[config.mk]
export PLATFORM = sky130hd
export DESIGN_NAME = gb_oam_dma
export DESIGN_NICKNAME = d
export VERILOG_FILES = /design/src/rtl/gb_oam_pkg.sv /design/src/rtl/gb_oam_dma.sv
export SDC_FILE = /design/constraint.sdc
export NUM_CORES = 1
export LEC_CHECK = 0
export ABC_AREA = 0
export BUFFER_PORTS_ARGS = -buffer_cell sky130_fd_sc_hd__buf_2
export CORE_ASPECT_RATIO = 1.5
export CORE_MARGIN = 8
export CORE_UTILIZATION = 48
export CTS_CLUSTER_DIAMETER = 50
export CTS_CLUSTER_SIZE = 25
export DETAILED_ROUTE_END_ITERATION = 12
export PLACE_DENSITY = 0.89
export SYNTH_ARGS = -nofsm -noshare
export SYNTH_HDL_FRONTEND = slang
export SYNTH_SLANG_ARGS = --single-unit
[constraint.sdc]
create_clock -name clk_i -period 2.2 [get_ports clk_i]
set_input_delay 0.22 -clock clk_i [delete_from_list [all_inputs] [get_ports clk_i]]
set_output_delay 0.22 -clock clk_i [all_outputs]
set_load 0.02 [all_outputs]
[src/rtl/gb_oam_pkg.sv]
// Shared types and constants for the Game Boy OAM DMA engine.
// GB_OAM_DMA_ECHO_MAP_EN remaps source pages 0xE0..0xFF onto the WRAM echo at 0xC0..0xDF.
package gb_oam_pkg;

  localparam int unsigned OAM_BYTES = 160;
  localparam logic [15:0] OAM_BASE  = 16'hFE00;

  typedef enum logic [1:0] {
    DMA_IDLE,
    DMA_DELAY,
    DMA_READ,
    DMA_HOLD
  } oam_dma_state_t;

  function automatic logic [7:0] map_src_page(input logic [7:0] page);
`ifdef GB_OAM_DMA_ECHO_MAP_EN
    return (page >= 8'hE0) ? (page - 8'h20) : page;
`else
    return page;
`endif
  endfunction

endpackage

[src/rtl/gb_oam_dma.sv]
// OAM DMA engine: copies one source page into OAM through a req/ack read port.
// Optional GB_OAM_DMA_ECHO_MAP_EN (see gb_oam_pkg) remaps echo-RAM source pages.
module gb_oam_dma
  import gb_oam_pkg::*;
#(
  parameter int unsigned OamBytes   = OAM_BYTES,
  parameter int unsigned SlotCycles = 4,
  parameter int unsigned StartDelay = 4
) (
  input  logic        clk_i,
  input  logic        rst_ni,
  input  logic        dma_start_i,
  input  logic [15:0] dma_start_addr_i,
  output logic        rd_req_o,
  output logic [15:0] rd_addr_o,
  input  logic [7:0]  rd_data_i,
  input  logic        rd_ack_i,
  output logic        oam_we_o,
  output logic [7:0]  oam_addr_o,
  output logic [7:0]  oam_wdata_o,
  output logic        dma_active_o,
  output logic        dma_done_o
);

  localparam int unsigned IdxW    = $clog2(OamBytes);
  localparam int unsigned TcntMax = (SlotCycles > StartDelay) ? SlotCycles : StartDelay;
  localparam int unsigned TcntW   = (TcntMax > 2) ? $clog2(TcntMax) : 1;

  localparam logic [IdxW-1:0]  IdxLast   = IdxW'(OamBytes - 1);
  localparam logic [TcntW-1:0] SlotLast  = TcntW'(SlotCycles - 1);
  localparam logic [TcntW-1:0] DelayLast = TcntW'(StartDelay - 1);

  oam_dma_state_t   state_q;
  logic [IdxW-1:0]  idx_q;
  logic [TcntW-1:0] tcnt_q;
  logic [7:0]       page_q;
  logic [7:0]       data_q;
  logic             done_q;

  logic [TcntW-1:0] tcnt_sat;
  logic             unused_addr;

  assign tcnt_sat    = (tcnt_q == SlotLast) ? tcnt_q : tcnt_q + 1'b1;
  assign unused_addr = ^dma_start_addr_i[7:0];

  // A start request always wins, including over a write that is due this cycle.
  always_ff @(posedge clk_i or negedge rst_ni) begin
    if (!rst_ni) begin
      state_q <= DMA_IDLE;
      idx_q   <= '0;
      tcnt_q  <= '0;
      page_q  <= '0;
      data_q  <= '0;
      done_q  <= 1'b0;
    end else begin
      done_q <= 1'b0;
      if (dma_start_i) begin
        page_q  <= map_src_page(dma_start_addr_i[15:8]);
        idx_q   <= '0;
        tcnt_q  <= '0;
        state_q <= DMA_DELAY;
      end else begin
        unique case (state_q)
          DMA_DELAY: begin
            if (tcnt_q == DelayLast) begin
              tcnt_q  <= '0;
              state_q <= DMA_READ;
            end else begin
              tcnt_q <= tcnt_q + 1'b1;
            end
          end
          DMA_READ: begin
            tcnt_q <= tcnt_sat;
            if (rd_ack_i) begin
              data_q  <= rd_data_i;
              state_q <= DMA_HOLD;
            end
          end
          DMA_HOLD: begin
            if (tcnt_q == SlotLast) begin
              tcnt_q <= '0;
              if (idx_q == IdxLast) begin
                idx_q   <= '0;
                done_q  <= 1'b1;
                state_q <= DMA_IDLE;
              end else begin
                idx_q   <= idx_q + 1'b1;
                state_q <= DMA_READ;
              end
            end else begin
              tcnt_q <= tcnt_q + 1'b1;
            end
          end
          default: ;
        endcase
      end
    end
  end

  assign rd_req_o     = (state_q == DMA_READ);
  assign rd_addr_o    = {page_q, 8'(idx_q)};
  assign oam_we_o     = (state_q == DMA_HOLD) && (tcnt_q == SlotLast) && !dma_start_i;
  assign oam_addr_o   = 8'(idx_q);
  assign oam_wdata_o  = data_q;
  assign dma_active_o = (state_q != DMA_IDLE);
  assign dma_done_o   = done_q;

endmodule

## After elaboration in Yosys (flattened, before gate mapping)

Index checks and enable logic that the tools add are counted.

- Register bits after elaboration: 29
- Input bits: 28
- Output and inout port bits: 36

- Add/subtract/negate cells: 2
- Eq/ne operators: 9
- Muxes and demuxes: 18
- Bitwise logic cells: 1
- Reduce and logical (&&, ||, !) cells: 13

Operators by type and width:

| operator | count |
|---|---|
| 2-to-1 mux 8 bit | 4 |
| 2-to-1 mux 2 bit | 8 |
| inequality test 3 bit, second input constant | 3 |
| adder 8 x 1 -> 8 bit, second input constant | 1 |
| equality test 8 bit, second input constant | 1 |
| equality test 2 bit, second input constant | 3 |
| case mux 2 bit (3 select lines) | 1 |
| nonzero test 2 bit | 3 |
| 2-to-1 mux 1 bit | 4 |
| case mux 2 bit (2 select lines) | 1 |
| AND reduction 2 bit | 2 |
| AND reduction 4 bit | 1 |
| nonzero test 4 bit | 1 |
| inequality test 3 x 2 -> 1 bit, second input constant | 1 |
| AND reduction 3 bit | 1 |
| nonzero test 3 bit | 1 |
| adder 2 x 1 -> 2 bit, second input constant | 1 |
| equality test 2 x 1 -> 1 bit, second input constant | 1 |
| logical AND 1 bit | 2 |
| OR reduction 2 bit | 1 |
| logical NOT 1 bit | 1 |
| inverter 1 bit | 1 |

## Depth between registers and ports, before layout

- Depth in word-level cells: 5
- Mapped depth: 6

## Worst setup path before layout

No wires, ideal clock.

- Path kind: reg2reg
- From: register idx_q[0], in the netlist oam_addr_o[0]
- To: register idx_q[3], in the netlist oam_addr_o[3]
- Arrival: 1,457 ps
- Path slack: 620 ps
- Cell stages (with the launch flop): 6
- Buffers on the path: 0
- Clock period less this slack: 1,580 ps
- Cell sequence: dfrtp_1 -> ha_1 -> nand3b_1 -> or3_4 -> a31oi_1 -> a21oi_1

- Cells in the longest elaborated chain, start to end: 5

RTL lines:

| what | RTL line | source |
|---|---|---|
| from (decl) | gb_oam_dma.sv:34 | `logic [IdxW-1:0] idx_q;` |
| from (signal assigned) | gb_oam_dma.sv:87 | `idx_q <= idx_q + 1'b1;` |
| adder 8 x 1 -> 8 bit or equality test 8 bit (tied branches) | gb_oam_dma.sv:87, gb_oam_dma.sv:82 |  |
| 2-to-1 mux 8 bit (*) | gb_oam_dma.sv:82 | `if (idx_q == IdxLast) begin` |
| 2-to-1 mux 8 bit (*) | gb_oam_dma.sv:80 | `if (tcnt_q == SlotLast) begin` |
| 2-to-1 mux 8 bit (*) | gb_oam_dma.sv:63 | `unique case (state_q)` |
| 2-to-1 mux 8 bit (*) | gb_oam_dma.sv:57 | `if (dma_start_i) begin` |

Mark *: on every way between the ends. The rest lies on a longest branch, timed or not. The select of a mux whose other input is x is not followed.
A chain may end at the register's enable or synchronous reset.

## Worst setup path after layout

- From: register tcnt_q[0]
- To: output port oam_we_o

- Cells in the longest elaborated chain, start to end: 3

RTL lines:

| what | RTL line | source |
|---|---|---|
| from (decl) | gb_oam_dma.sv:35 | `logic [TcntW-1:0] tcnt_q;` |
| from (signal assigned) | gb_oam_dma.sv:69 | `tcnt_q <= tcnt_q + 1'b1;` |
| from (signal assigned) | gb_oam_dma.sv:73 | `tcnt_q <= tcnt_sat;` |
| from (signal assigned) | gb_oam_dma.sv:91 | `tcnt_q <= tcnt_q + 1'b1;` |
| equality test 2 bit | gb_oam_dma.sv:102 | `assign oam_we_o = (state_q == DMA_HOLD) && (tcnt_q == SlotLast) && !dma_start_i;` |
| logical AND 1 bit (2 in a row) | gb_oam_dma.sv:102 |  |
| to (decl) | gb_oam_dma.sv:18 | `output logic oam_we_o,` |

No other way between the ends.

==> impl_metrics.sql <==
INSERT INTO impl_metrics (metric_group, metric, value, unit) VALUES
('cts', 'worst_setup_hold_path_clk_slew', '0.06', 'ns'),
('min_path', 'timing.hold.worst.start', 'dma_start_addr_i[13]', ''),
('synth', 'syn_inst_count', '115', ''),
('critical_path', 'cp_slowest_cell', 'dfrtp_1', ''),
('critical_path', 'reg2reg_slack', '0.54', 'ns'),
('routing', 'avgViaCountPerCell', '5.21', ''),
('cts', 'numClockSinks', '29', ''),
('critical_path', 'endpoint_kind', 'output pin', ''),
('critical_path', 'worstPathRequired', '1.98', 'ns'),
('synth', 'yosys-top-cells-area', 'dfrtp_1, mux2_2, buf_4, a21oi_1, nor2_1', ''),
('min_path', 'worst_hold_path_type', 'input pin to flip-flop', ''),
('global_routing', 'first_global_vias', '1149', ''),
('global_routing', 'antenna_found_initial', '0', ''),
('routing', 'antenna_violating_nets_post_route', '0', ''),
('pwr', 'cellPowerDensity', '828', 'nW/um2'),
('timing', 'min_period_over_period', '0.827', ''),
('critical_path', 'timing.reg2reg.worst_path_depth', '5', ''),
('timing', 'unrepaired_setup_endpoints_after_global_routing', 'false', ''),
('timing', 'finalSetupTns', '0', 'ns'),
('cts', 'resized_cells_post_cts', '0', ''),
('global_routing', 'global_route_wire_length_before_repair', '5490', 'um'),
('critical_path', 'worst_path_dominant_cell_family', 'simple AND/OR/NAND/NOR gates', ''),
('timing', 'setup_violations', '0', ''),
('pwr', 'leakage_power_figure', '0.867', 'nW'),
('cts', 'cts.htree.levels', '2', ''),
('routing', 'routed_wl', '3260', 'um'),
('critical_path', 'critPathLaunchType', 'flip-flop', ''),
('timing', 'clock-skew-final', '0.00190', 'ns'),
('placed_design', 'gpl.final_weighted_congestion', '0.822', ''),
('floorplanning', 'dieArea', '4730', 'um2'),
('cts', 'tritoncts', 'built', ''),
('placed_design', 'dp.final_hpwl', '2390', 'um'),
('timing', 'slew_headroom', '0.574', ''),
('finish', 'most-common-layout-cells', 'buf_2, dfrtp_1, mux2_2, nor2_1, a21oi_1', ''),
('finish', 'fin_nets', '195', ''),
('finish', 'layout.cells.most_common', 'buf_2', ''),
('finish', 'multi_input_comb_area', '509', 'um2'),
('finish', 'layout-drive-gt1-share', '0.488', ''),
('pwr', 'ir_drop', '0.616', 'mV'),
('cts', 'clock-root-buffer', 'clkbuf_8', ''),
('routing', 'dr.first_iter.drc_count', '35', ''),
('timing', 'timing_max_transition_violations_final', '0', ''),
('critical_path', 'number_of_buffers_and_inverters_on_the_critical_path', '1', ''),
('routing', 'drcViolationCount', '0', ''),
('floorplanning', 'num_io_pins', '64', ''),
('critical_path', 'worstPathCellList', 'ha_1, nand3_1, nor2_1, buf_2', ''),
('global_routing', 'grtUsageTotal', '0.151', ''),
('outcome', 'result_of_the_run', 'finished, final reports clean', ''),
('floorplanning', 'coreArea', '2650', 'um2'),
('finish', 'syn2layout_area_growth', '27.3', '%'),
('synth', 'post_synth.cell_area_avg', '11.5', 'um2'),
('synth', 'synth_fp_nets', '145', ''),
('global_routing', 'maximum_number_of_pins_on_one_net_before_global_route_repair', '30', ''),
('finish', 'layout.cell_area.non_filler', '1690', 'um2'),
('global_routing', 'grt-ovfl-total', '0', ''),
('placed_design', 'dpl_cell_area', '1560', 'um2'),
('synth', 'synthesis.area', '1330', 'um2'),
('critical_path', 'setup.worst_path.class', 'flip-flop to output pin', ''),
('synth', 'synth.yosys.seq_area_share', '0.548', ''),
('timing', 'hold_viol', '0', ''),
('finish', 'n_fill_cell', '242', ''),
('timing', 'tightest_slew', '0.640', 'ns'),
('floorplanning', 'number_of_cell_rows', '23', ''),
('synth', 'synth-warning-count', '0', ''),
('min_path', 'worstHoldPathCells', '2', ''),
('synth', 'area_leader_netlist', 'dfrtp_1', ''),
('routing', 'wl_per_cell', '16.1', 'um'),
('timing', 'layout_min_cycle_time', '1.82', 'ns'),
('critical_path', 'crit-reg2reg-capture', 'oam_addr_o[3]', ''),
('routing', 'drt-pass1-iter-count', '4', ''),
('critical_path', 'critPathMaxStageDelay', '0.38', 'ns');
flip-flops by register name (all words and copies together), names as in the netlist:
name,count
oam_addr_o,8
tcnt_q,2
state_q,2
page_q,8
dma_done_o,1
oam_wdata_o,8
worst max path at each step:
| stage | startpoint | endpoint | slack [ns] | depth (start not counted) |
|---|---|---|---|---|
| finish | tcnt_q[0] | oam_we_o | 0.38 | 4 |
| global route | tcnt_q[0] | oam_we_o | 0.21 | 4 |
| CTS | tcnt_q[0] | oam_we_o | 0.37 | 4 |
| detailed placement | oam_addr_o[0] | oam_addr_o[3] | 0.56 | 5 |
| global placement | oam_addr_o[0] | oam_addr_o[3] | 0.64 | 5 |
| floorplan | oam_addr_o[0] | oam_addr_o[3] | 0.62 | 5 |
cells by family after synthesis:
family / Yosys count / synth area share
compound gates: 15 / 0.0642
simple gates: 36 / 0.144
xor+xnor: 1 / 0.00661
buf+inv: 14 / 0.0680
flops: 29 / 0.548
fa+ha+maj: 2 / 0.0189
mux: 18 / 0.151
area by class of cell:
class / count / area share
clock buffer: 7 / 0.0512
timing repair buffer: 56 / 0.169
sequential: 29 / 0.430
inverter: 1 / 0.00223
tap: 37 / 0.0274
clock inverter: 1 / 0.0178
multi-input combinational: 72 / 0.302
synthesized netlist by cell type:
master    instances
dfrtp_1          29
mux2_2           16
nor2_1           10
buf_4             9
a21oi_1           8
nand2_1           6
nand3_1           5
nor3_1            4
buf_2             3
o21ai_0           3
ha_1              2
mux2i_1           2
nand4_1           2
or3_1             2
a211o_1           1
a22oi_1           1
a31oi_1           1
clkbuf_1          1
inv_1             1
nand2b_1          1
nand3b_1          1
nor2b_1           1
nor3_4            1
nor4_1            1
o211ai_1          1
or2_2             1
or3_4             1
xor2_1            1
per-stage QoR:
step,setup slack [ns],util,hold slack (ns),power (mW),instances
floorplan,0.620,-,-0.0756,0.759,115
global placement,0.640,0.589,0.261,0.825,194
detailed placement,0.558,0.589,0.270,0.842,194
CTS,0.368,0.637,0.164,1.41,203
global route,0.213,0.637,0.172,1.45,203
finish,0.380,0.637,0.172,1.40,203
repair_timing:
item                                    in CTS  in global routing
hold endpoints to repair                    29                  0
hold buffers                                 1                  0
endpoints found under the setup margin       0                  0
setup buffers                                0                  0
routing by layer:
metal / GRT usage / up-vias / share of wire
met1: 0.159 / 507 / 0.38
met5: 0 / - / 0
met4: 0.0649 / 0 / 0.021
li1: - / 494 / -
met2: 0.252 / 49 / 0.51
met3: 0.0655 / 7 / 0.090
where the power goes:
group	switching (mW)	total, mW	internal [mW]
combinational	0.125	0.213	0.0886
sequential	0.0396	0.620	0.581
clock	0.194	0.562	0.369
total	0.358	1.40	1.04
worst reg2reg max path: cells and delay by family, from the launching register on:
kind	cells	cell delay, ns
flip-flops	1	0.50
AO/OA/AOI/OAI	2	0.26
adder cells (fa/ha/maj)	1	0.23
AND/OR/NAND/NOR	2	0.53
(Power assumes the default switching activity.)
